## config.mk

```make
export PLATFORM = sky130hd
export DESIGN_NAME = unified_mem_arbiter_flat
export DESIGN_NICKNAME = d
export VERILOG_FILES = /design/src/rtl/mem_arb_pkg.sv /design/src/rtl/unified_mem_arbiter_if.sv /design/src/rtl/unified_mem_arbiter_pick.sv /design/src/rtl/unified_mem_arbiter.sv /design/src/flat_wrapper.sv
export SDC_FILE = /design/constraint.sdc
export NUM_CORES = 1
export LEC_CHECK = 0
export ABC_AREA = 0
export CAP_MARGIN = 20
export CORE_MARGIN = 5
export CORE_UTILIZATION = 41
export DETAILED_ROUTE_END_ITERATION = 10
export GPL_TIMING_DRIVEN = 0
export PLACE_DENSITY = 0.83
export SYNTH_ARGS = -nofsm -noshare
export SYNTH_HDL_FRONTEND = slang
export SYNTH_SLANG_ARGS = --single-unit
```

## constraint.sdc

```tcl
create_clock -name clock -period 2.1 [get_ports clock]
set_input_delay 0.21 -clock clock [delete_from_list [all_inputs] [get_ports clock]]
set_output_delay 0.21 -clock clock [all_outputs]
set_load 0.05 [all_outputs]
```

## src/rtl/mem_arb_pkg.sv

```systemverilog
// Shared types for the unified fetch/data memory arbiter.
// Widths here size the latched memory command; the top defaults to them.
package mem_arb_pkg;

  localparam int MEM_ADDR_W = 32;
  localparam int MEM_DATA_W = 32;
  localparam int MEM_STRB_W = MEM_DATA_W / 8;

  typedef enum logic [1:0] {
    ARB_IDLE,
    ARB_BUSY,
    ARB_RESP
  } arb_state_t;

  typedef enum logic {
    OWN_FETCH,
    OWN_DATA
  } arb_owner_t;

  typedef struct packed {
    logic                  we;
    logic [MEM_ADDR_W-1:0] addr;
    logic [MEM_DATA_W-1:0] wdata;
    logic [MEM_STRB_W-1:0] wstrb;
  } mem_cmd_t;

  // Starvation counter width: must hold the value STARVE_LIM itself.
  function automatic int starve_cnt_w(input int lim);
    return $clog2(lim + 1);
  endfunction

endpackage

```

## src/rtl/unified_mem_arbiter_if.sv

```systemverilog
// Fetch port, data port and backing-memory port of the unified arbiter.
// slave = arbiter side, master = pipeline plus memory model side.
interface unified_mem_arbiter_if #(
  parameter int ADDR_W = 32,
  parameter int DATA_W = 32
);
  localparam int STRB_W = DATA_W / 8;

  logic              i_req;
  logic [ADDR_W-1:0] i_addr;
  logic              i_ack;
  logic [DATA_W-1:0] i_rdata;
  logic              i_stall;

  logic              d_req;
  logic              d_we;
  logic [ADDR_W-1:0] d_addr;
  logic [DATA_W-1:0] d_wdata;
  logic [STRB_W-1:0] d_wstrb;
  logic              d_ack;
  logic [DATA_W-1:0] d_rdata;
  logic              d_stall;

  logic              m_req;
  logic              m_we;
  logic [ADDR_W-1:0] m_addr;
  logic [DATA_W-1:0] m_wdata;
  logic [STRB_W-1:0] m_wstrb;
  logic              m_done;
  logic [DATA_W-1:0] m_rdata;

  modport slave (
    input  i_req, i_addr,
    input  d_req, d_we, d_addr, d_wdata, d_wstrb,
    input  m_done, m_rdata,
    output i_ack, i_rdata, i_stall,
    output d_ack, d_rdata, d_stall,
    output m_req, m_we, m_addr, m_wdata, m_wstrb
  );

  modport master (
    output i_req, i_addr,
    output d_req, d_we, d_addr, d_wdata, d_wstrb,
    output m_done, m_rdata,
    input  i_ack, i_rdata, i_stall,
    input  d_ack, d_rdata, d_stall,
    input  m_req, m_we, m_addr, m_wdata, m_wstrb
  );

endinterface

```

## src/rtl/unified_mem_arbiter_pick.sv

```systemverilog
// Combinational grant decision: data first, fetch forced once it has watched
// STARVE_LIM consecutive data grants. Zero latency, no state.
module mem_arb_pick
  import mem_arb_pkg::*;
#(
  parameter int STARVE_LIM = 4,
  parameter int CNT_W      = 3
) (
  input  logic             i_req_i,
  input  logic             d_req_i,
  input  logic [CNT_W-1:0] starve_cnt_i,
  output logic             grant_vld_o,
  output arb_owner_t       grant_owner_o
);

  logic starve;

  always_comb begin
    grant_vld_o   = 1'b0;
    grant_owner_o = OWN_FETCH;
    starve        = i_req_i && (starve_cnt_i == CNT_W'(STARVE_LIM));
    if (d_req_i && !starve) begin
      grant_vld_o   = 1'b1;
      grant_owner_o = OWN_DATA;
    end else if (i_req_i) begin
      grant_vld_o   = 1'b1;
      grant_owner_o = OWN_FETCH;
    end
  end

endmodule

```

## src/rtl/unified_mem_arbiter.sv

```systemverilog
// Serialises fetch and data accesses onto one variable-latency memory port.
// Req-to-ack >= 2 cycles, issue spacing >= 3; requests wait until IDLE.
module unified_mem_arbiter
  import mem_arb_pkg::*;
#(
  parameter int ADDR_W     = MEM_ADDR_W,
  parameter int DATA_W     = MEM_DATA_W,
  parameter int STARVE_LIM = 4
) (
  input  logic                 clock,
  input  logic                 reset,
  unified_mem_arbiter_if.slave bus
);

  localparam int STRB_W = DATA_W / 8;
  localparam int CNT_W  = starve_cnt_w(STARVE_LIM);

  arb_state_t        state_q, state_d;
  arb_owner_t        owner_q, owner_d;
  logic [CNT_W-1:0]  starve_cnt_q, starve_cnt_d;
  mem_cmd_t          cmd_q, cmd_d;
  logic [DATA_W-1:0] i_rdata_q, i_rdata_d;
  logic [DATA_W-1:0] d_rdata_q, d_rdata_d;

  logic              grant_vld;
  arb_owner_t        grant_owner;
  logic              i_ack, d_ack;

  mem_arb_pick #(
    .STARVE_LIM (STARVE_LIM),
    .CNT_W      (CNT_W)
  ) u_pick (
    .i_req_i       (bus.i_req),
    .d_req_i       (bus.d_req),
    .starve_cnt_i  (starve_cnt_q),
    .grant_vld_o   (grant_vld),
    .grant_owner_o (grant_owner)
  );

  always_ff @(posedge clock or negedge reset) begin
    if (!reset) begin
      state_q      <= ARB_IDLE;
      owner_q      <= OWN_FETCH;
      starve_cnt_q <= '0;
      cmd_q        <= '0;
      i_rdata_q    <= '0;
      d_rdata_q    <= '0;
    end else begin
      state_q      <= state_d;
      owner_q      <= owner_d;
      starve_cnt_q <= starve_cnt_d;
      cmd_q        <= cmd_d;
      i_rdata_q    <= i_rdata_d;
      d_rdata_q    <= d_rdata_d;
    end
  end

  always_comb begin
    state_d      = state_q;
    owner_d      = owner_q;
    starve_cnt_d = starve_cnt_q;
    cmd_d        = cmd_q;
    i_rdata_d    = i_rdata_q;
    d_rdata_d    = d_rdata_q;

    unique case (state_q)
      ARB_IDLE: begin
        if (grant_vld) begin
          owner_d = grant_owner;
          state_d = ARB_BUSY;
          if (grant_owner == OWN_DATA) begin
            cmd_d.we    = bus.d_we;
            cmd_d.addr  = MEM_ADDR_W'(bus.d_addr);
            cmd_d.wdata = MEM_DATA_W'(bus.d_wdata);
            cmd_d.wstrb = MEM_STRB_W'(bus.d_wstrb);
            // Count only data grants the fetch port actually had to watch.
            if (!bus.i_req) begin
              starve_cnt_d = '0;
            end else if (starve_cnt_q != CNT_W'(STARVE_LIM)) begin
              starve_cnt_d = starve_cnt_q + 1'b1;
            end
          end else begin
            cmd_d.we     = 1'b0;
            cmd_d.addr   = MEM_ADDR_W'(bus.i_addr);
            cmd_d.wdata  = '0;
            cmd_d.wstrb  = '0;
            starve_cnt_d = '0;
          end
        end
      end

      ARB_BUSY: begin
        if (bus.m_done) begin
          state_d = ARB_RESP;
          if (owner_q == OWN_FETCH) begin
            i_rdata_d = m_rdata_w();
          end else if (!cmd_q.we) begin
            d_rdata_d = m_rdata_w();
          end
        end
      end

      ARB_RESP: begin
        state_d = ARB_IDLE;
      end

      default: begin
        state_d = ARB_IDLE;
      end
    endcase
  end

  function automatic logic [DATA_W-1:0] m_rdata_w();
    return bus.m_rdata;
  endfunction

  // Acks and m_req decode straight from state so an async reset drops them at once.
  assign i_ack = (state_q == ARB_RESP) && (owner_q == OWN_FETCH);
  assign d_ack = (state_q == ARB_RESP) && (owner_q == OWN_DATA);

  assign bus.i_ack   = i_ack;
  assign bus.d_ack   = d_ack;
  assign bus.i_rdata = i_rdata_q;
  assign bus.d_rdata = d_rdata_q;
  assign bus.i_stall = bus.i_req & ~i_ack;
  assign bus.d_stall = bus.d_req & ~d_ack;

  assign bus.m_req   = (state_q == ARB_BUSY);
  assign bus.m_we    = cmd_q.we;
  assign bus.m_addr  = ADDR_W'(cmd_q.addr);
  assign bus.m_wdata = DATA_W'(cmd_q.wdata);
  assign bus.m_wstrb = STRB_W'(cmd_q.wstrb);

  a_ack_excl : assert property (@(posedge clock) disable iff (!reset)
    !(i_ack && d_ack));

  a_ack_pulse : assert property (@(posedge clock) disable iff (!reset)
    (i_ack || d_ack) |=> !(i_ack || d_ack));

  a_cmd_stable : assert property (@(posedge clock) disable iff (!reset)
    (bus.m_req && $past(bus.m_req)) |-> $stable(cmd_q));

  a_no_req_in_resp : assert property (@(posedge clock) disable iff (!reset)
    (state_q == ARB_RESP) |-> !bus.m_req);

endmodule

```

## src/flat_wrapper.sv

```systemverilog
// flat-port wrapper written by rule: the top's interface ports become plain ports
module unified_mem_arbiter_flat import mem_arb_pkg::*;
#(
  parameter int ADDR_W     = MEM_ADDR_W,
  parameter int DATA_W     = MEM_DATA_W,
  parameter int STARVE_LIM = 4
)
  (clock, reset, bus_i_req, bus_i_addr, bus_d_req, bus_d_we, bus_d_addr, bus_d_wdata, bus_d_wstrb, bus_m_done, bus_m_rdata, bus_i_ack, bus_i_rdata, bus_i_stall, bus_d_ack, bus_d_rdata, bus_d_stall, bus_m_req, bus_m_we, bus_m_addr, bus_m_wdata, bus_m_wstrb);
  unified_mem_arbiter_if #(.ADDR_W(ADDR_W), .DATA_W(DATA_W)) bus_i ();
  input  logic clock;
  input  logic reset;
  input wire logic [$bits(bus_i.i_req)-1:0] bus_i_req;
  input wire logic [$bits(bus_i.i_addr)-1:0] bus_i_addr;
  input wire logic [$bits(bus_i.d_req)-1:0] bus_d_req;
  input wire logic [$bits(bus_i.d_we)-1:0] bus_d_we;
  input wire logic [$bits(bus_i.d_addr)-1:0] bus_d_addr;
  input wire logic [$bits(bus_i.d_wdata)-1:0] bus_d_wdata;
  input wire logic [$bits(bus_i.d_wstrb)-1:0] bus_d_wstrb;
  input wire logic [$bits(bus_i.m_done)-1:0] bus_m_done;
  input wire logic [$bits(bus_i.m_rdata)-1:0] bus_m_rdata;
  output wire logic [$bits(bus_i.i_ack)-1:0] bus_i_ack;
  output wire logic [$bits(bus_i.i_rdata)-1:0] bus_i_rdata;
  output wire logic [$bits(bus_i.i_stall)-1:0] bus_i_stall;
  output wire logic [$bits(bus_i.d_ack)-1:0] bus_d_ack;
  output wire logic [$bits(bus_i.d_rdata)-1:0] bus_d_rdata;
  output wire logic [$bits(bus_i.d_stall)-1:0] bus_d_stall;
  output wire logic [$bits(bus_i.m_req)-1:0] bus_m_req;
  output wire logic [$bits(bus_i.m_we)-1:0] bus_m_we;
  output wire logic [$bits(bus_i.m_addr)-1:0] bus_m_addr;
  output wire logic [$bits(bus_i.m_wdata)-1:0] bus_m_wdata;
  output wire logic [$bits(bus_i.m_wstrb)-1:0] bus_m_wstrb;
  assign bus_i.i_req = bus_i_req;
  assign bus_i.i_addr = bus_i_addr;
  assign bus_i.d_req = bus_d_req;
  assign bus_i.d_we = bus_d_we;
  assign bus_i.d_addr = bus_d_addr;
  assign bus_i.d_wdata = bus_d_wdata;
  assign bus_i.d_wstrb = bus_d_wstrb;
  assign bus_i.m_done = bus_m_done;
  assign bus_i.m_rdata = bus_m_rdata;
  assign bus_i_ack = bus_i.i_ack;
  assign bus_i_rdata = bus_i.i_rdata;
  assign bus_i_stall = bus_i.i_stall;
  assign bus_d_ack = bus_i.d_ack;
  assign bus_d_rdata = bus_i.d_rdata;
  assign bus_d_stall = bus_i.d_stall;
  assign bus_m_req = bus_i.m_req;
  assign bus_m_we = bus_i.m_we;
  assign bus_m_addr = bus_i.m_addr;
  assign bus_m_wdata = bus_i.m_wdata;
  assign bus_m_wstrb = bus_i.m_wstrb;
  unified_mem_arbiter #(.ADDR_W(ADDR_W), .DATA_W(DATA_W), .STARVE_LIM(STARVE_LIM)) u_core (.clock(clock), .reset(reset), .bus(bus_i));
endmodule
```

==> results.toml <==
[worst_setup_path]
crit_slowest_cell = "dlygate4sd2_1"
startpoint_type = "register"
critPathArrivalTime_ps = 1750
critPathBufInv = 1
path_delay_family = "buffers and inverters"
worstPathCellList = "and3b_1 > nor2b_1 > dlygate4sd2_1"
end_kind = "output port"
cp_data_required_time_ps = 1890
criticalPathCategory = "reg2out"
worstPathMaxFanout = 5
slowest_delay_ps = 530

[routing]
ant_nets = 0
dr.first_iter.drc_count = 195
wirelength_um = 17700
drcViolationCount = 0
wire_per_inst_um = 19.1
dr.pass1.iters = 4
via_per_inst = 5.24
route.vias.total = 4865

[synth]
netlist_area_um2 = 5930
synth_flop_cell = "dfrtp_1"
synth_cell_type_count = 32
synth-warning-count = 0
yosys.area.top_type = "dfrtp_1"
synth_nets = 577
synth_cells = 437
yosysSeqAreaShare_pct = 58.7
synth-seq-cells = 139
synthArstFlopShare_pct = 100
syn_area_per_cell_um2 = 13.6
synth_top_area_share_pct = 58.7
synth_area_leaders = "dfrtp_1 59%, mux2_2 8.5%, o221ai_2 7.6%"
synth-edff-count = 0

[sta]
final-setup-viol-count = 0
relSlewSlack_pct = 61.6
period_needed_ps = 1960
worst_slew_pin_slew_ps = 575
finalHoldViolCount = 0
period_share_pct = 93.1
slew_viol_final = 0
finClkSkew_ps = 9.34
rsz0062_at_grt = "false"
tns_ps = 0
fmax_mhz = 511

[global_route]
grt_pass1_vias = 5295
grt_pass1_wl_um = 27800
grt_max_degree = 102
antenna_found_initial = 0
grt_overflow = 0
grt_usage_pct = 20.9

[cts]
cts_sinks = 139
clock_latency_ps = 410
cts_buffers = 17
clockBufferDepth = 2
cts_tree = "built"
path_clk_slew_ps = 60
cts_root_buffer = "clkbuf_16"
htree_levels = 4

[placement]
gp_congestion = 0.829
placed_area_um2 = 8930
hpwl_um = 13700
placed_cells = 896
portBuffers = 274

[cells_and_area]
layout_commonest_cell = "clkdlybuf4s50_1"
diodes = 0
finish.instance_area_um2 = 9500
final_cell_count_no_fill = 929
syn_to_final_growth_pct = 60.3
final_layout_size_suffix_gt1_share_pct = 18.8
final_cell_mix = "268 x clkdlybuf4s50_1, 139 x dfrtp_1, 45 x mux2_2, 37 x a22o_1, 36 x inv_1"
fin_nets = 872
nFillCells = 1055

[floorplan]
die_x_um = 130
io_pins = 276
rows = 44
start_util_pct = 41.2
dieArea_um2 = 17000
fp.dieH_um = 130
core_um2 = 14400

[flow_run]
cap_violations = 0

[power_and_ir_drop]
p_leak_uw = 0.00403
ir_drop_mv = 0.897
power.density_nw_per_um2 = 1890

[hold_path]
hold_class = "in2reg"

[outcome]
run_status = "finished clean"
==> worst reg2reg max path, cell delays in order (launching register included) <==
cell      delay, ps
dfrtp_1         400
inv_1           110
ha_1            160
nand3_1         220
and3_1          260
clkbuf_1        150
buf_2           220
a32o_1          260
==> layer usage <==
metal	up-vias	track usage [%]	part of all wire, %
met5	-	0	0
met4	0	5.99	1.6
met3	19	6.14	7.6
met2	197	36.5	52
met1	2437	25.0	39
li1	2212	-	-
==> cell usage after synthesis, drive strengths merged (2+ instances only) <==
library cell and count:
mux2 64, o221ai 32, a32o 2, nor2b 2, inv 36, nor3b 2
a22o 37, nor2 2, and2 2, nand4 32, nand3 33, ha 2
buf 26, clkbuf 15, dfrtp 139
==> path summary, 6_finish.rpt <==
check                                       startpoint                     end  slack (ps)  depth (start not counted)
worst max-delay path                 u_core.state_q[0]             bus_d_stall         140                          3
min in group asynchronous                        reset  u_core.bus.i_rdata[18]         280                          2
max in group asynchronous                        reset       u_core.state_q[1]         970                          3
worst min-delay path                         bus_d_req   u_core.bus.m_addr[22]         110                          3
worst min register to register   u_core.bus.i_rdata[7]   u_core.bus.i_rdata[7]         480                          1
worst max register to register  u_core.starve_cnt_q[0]  u_core.starve_cnt_q[2]         200                          7
==> repair_timing <==
action	4_1_cts	5_1_grt
endpoints found under the setup margin	4	1
buffers inserted	0	0
pin swaps	0	0
hold endpoints to repair	38	0
resized for setup	4	1
hold buffers	1	0
==> sequential cells by signal, summed over array words and instances (netlist names) <==
register / count
u_core.bus.d_rdata: 32
u_core.bus.i_rdata: 32
u_core.bus.m_addr: 32
u_core.bus.m_wdata: 32
u_core.bus.m_we: 1
u_core.bus.m_wstrb: 4
u_core.owner_q: 1
u_core.starve_cnt_q: 3
u_core.state_q: 2
==> cell type report <==
| type | count | area [µm²] | area share [%] |
|---|---|---|---|
| sequential | 139 | 3480 | 36.6 |
| timing repair buffer | 276 | 2780 | 29.2 |
| multi-input combinational | 221 | 2080 | 21.8 |
| clock buffer | 17 | 425 | 4.48 |
| buffer | 41 | 243 | 2.55 |
| tap | 184 | 230 | 2.42 |
| clock inverter | 15 | 136 | 1.44 |
| inverter | 36 | 135 | 1.42 |
==> power by group <==
part	internal, µW	leakage [µW]	total, µW	switching (µW)
sequential	3970	0.00170	4720	758
clock	1560	0.000279	2830	1270
combinational	3800	0.00205	10400	6630
total	9330	0.00403	18000	8660
==> through the flow <==
step | worst slack [ps] | util (%) | hold slack, ps | power, µW
floorplan | 309 | - | -85.6 | 11600
global placement | -4430 | 62.0 | 467 | 15000
detailed placement | 16.4 | 62.2 | 151 | 15300
CTS | 0.309 | 66.1 | 93.7 | 18200
global route | 17.6 | 66.1 | 111 | 18800
finish | 144 | 66.1 | 113 | 18000
==> cell families after synthesis <==
kind of cell	synth area share (%)
muxes	12.2
buffers and inverters	6.38
and+or+nand+nor	8.06
DFF	58.7
adders and majority gates	0.422
xor gates and xnor gates	0.148
AOI/OAI and AO/OA	14.1
Power figures use the tool's default switching activity.
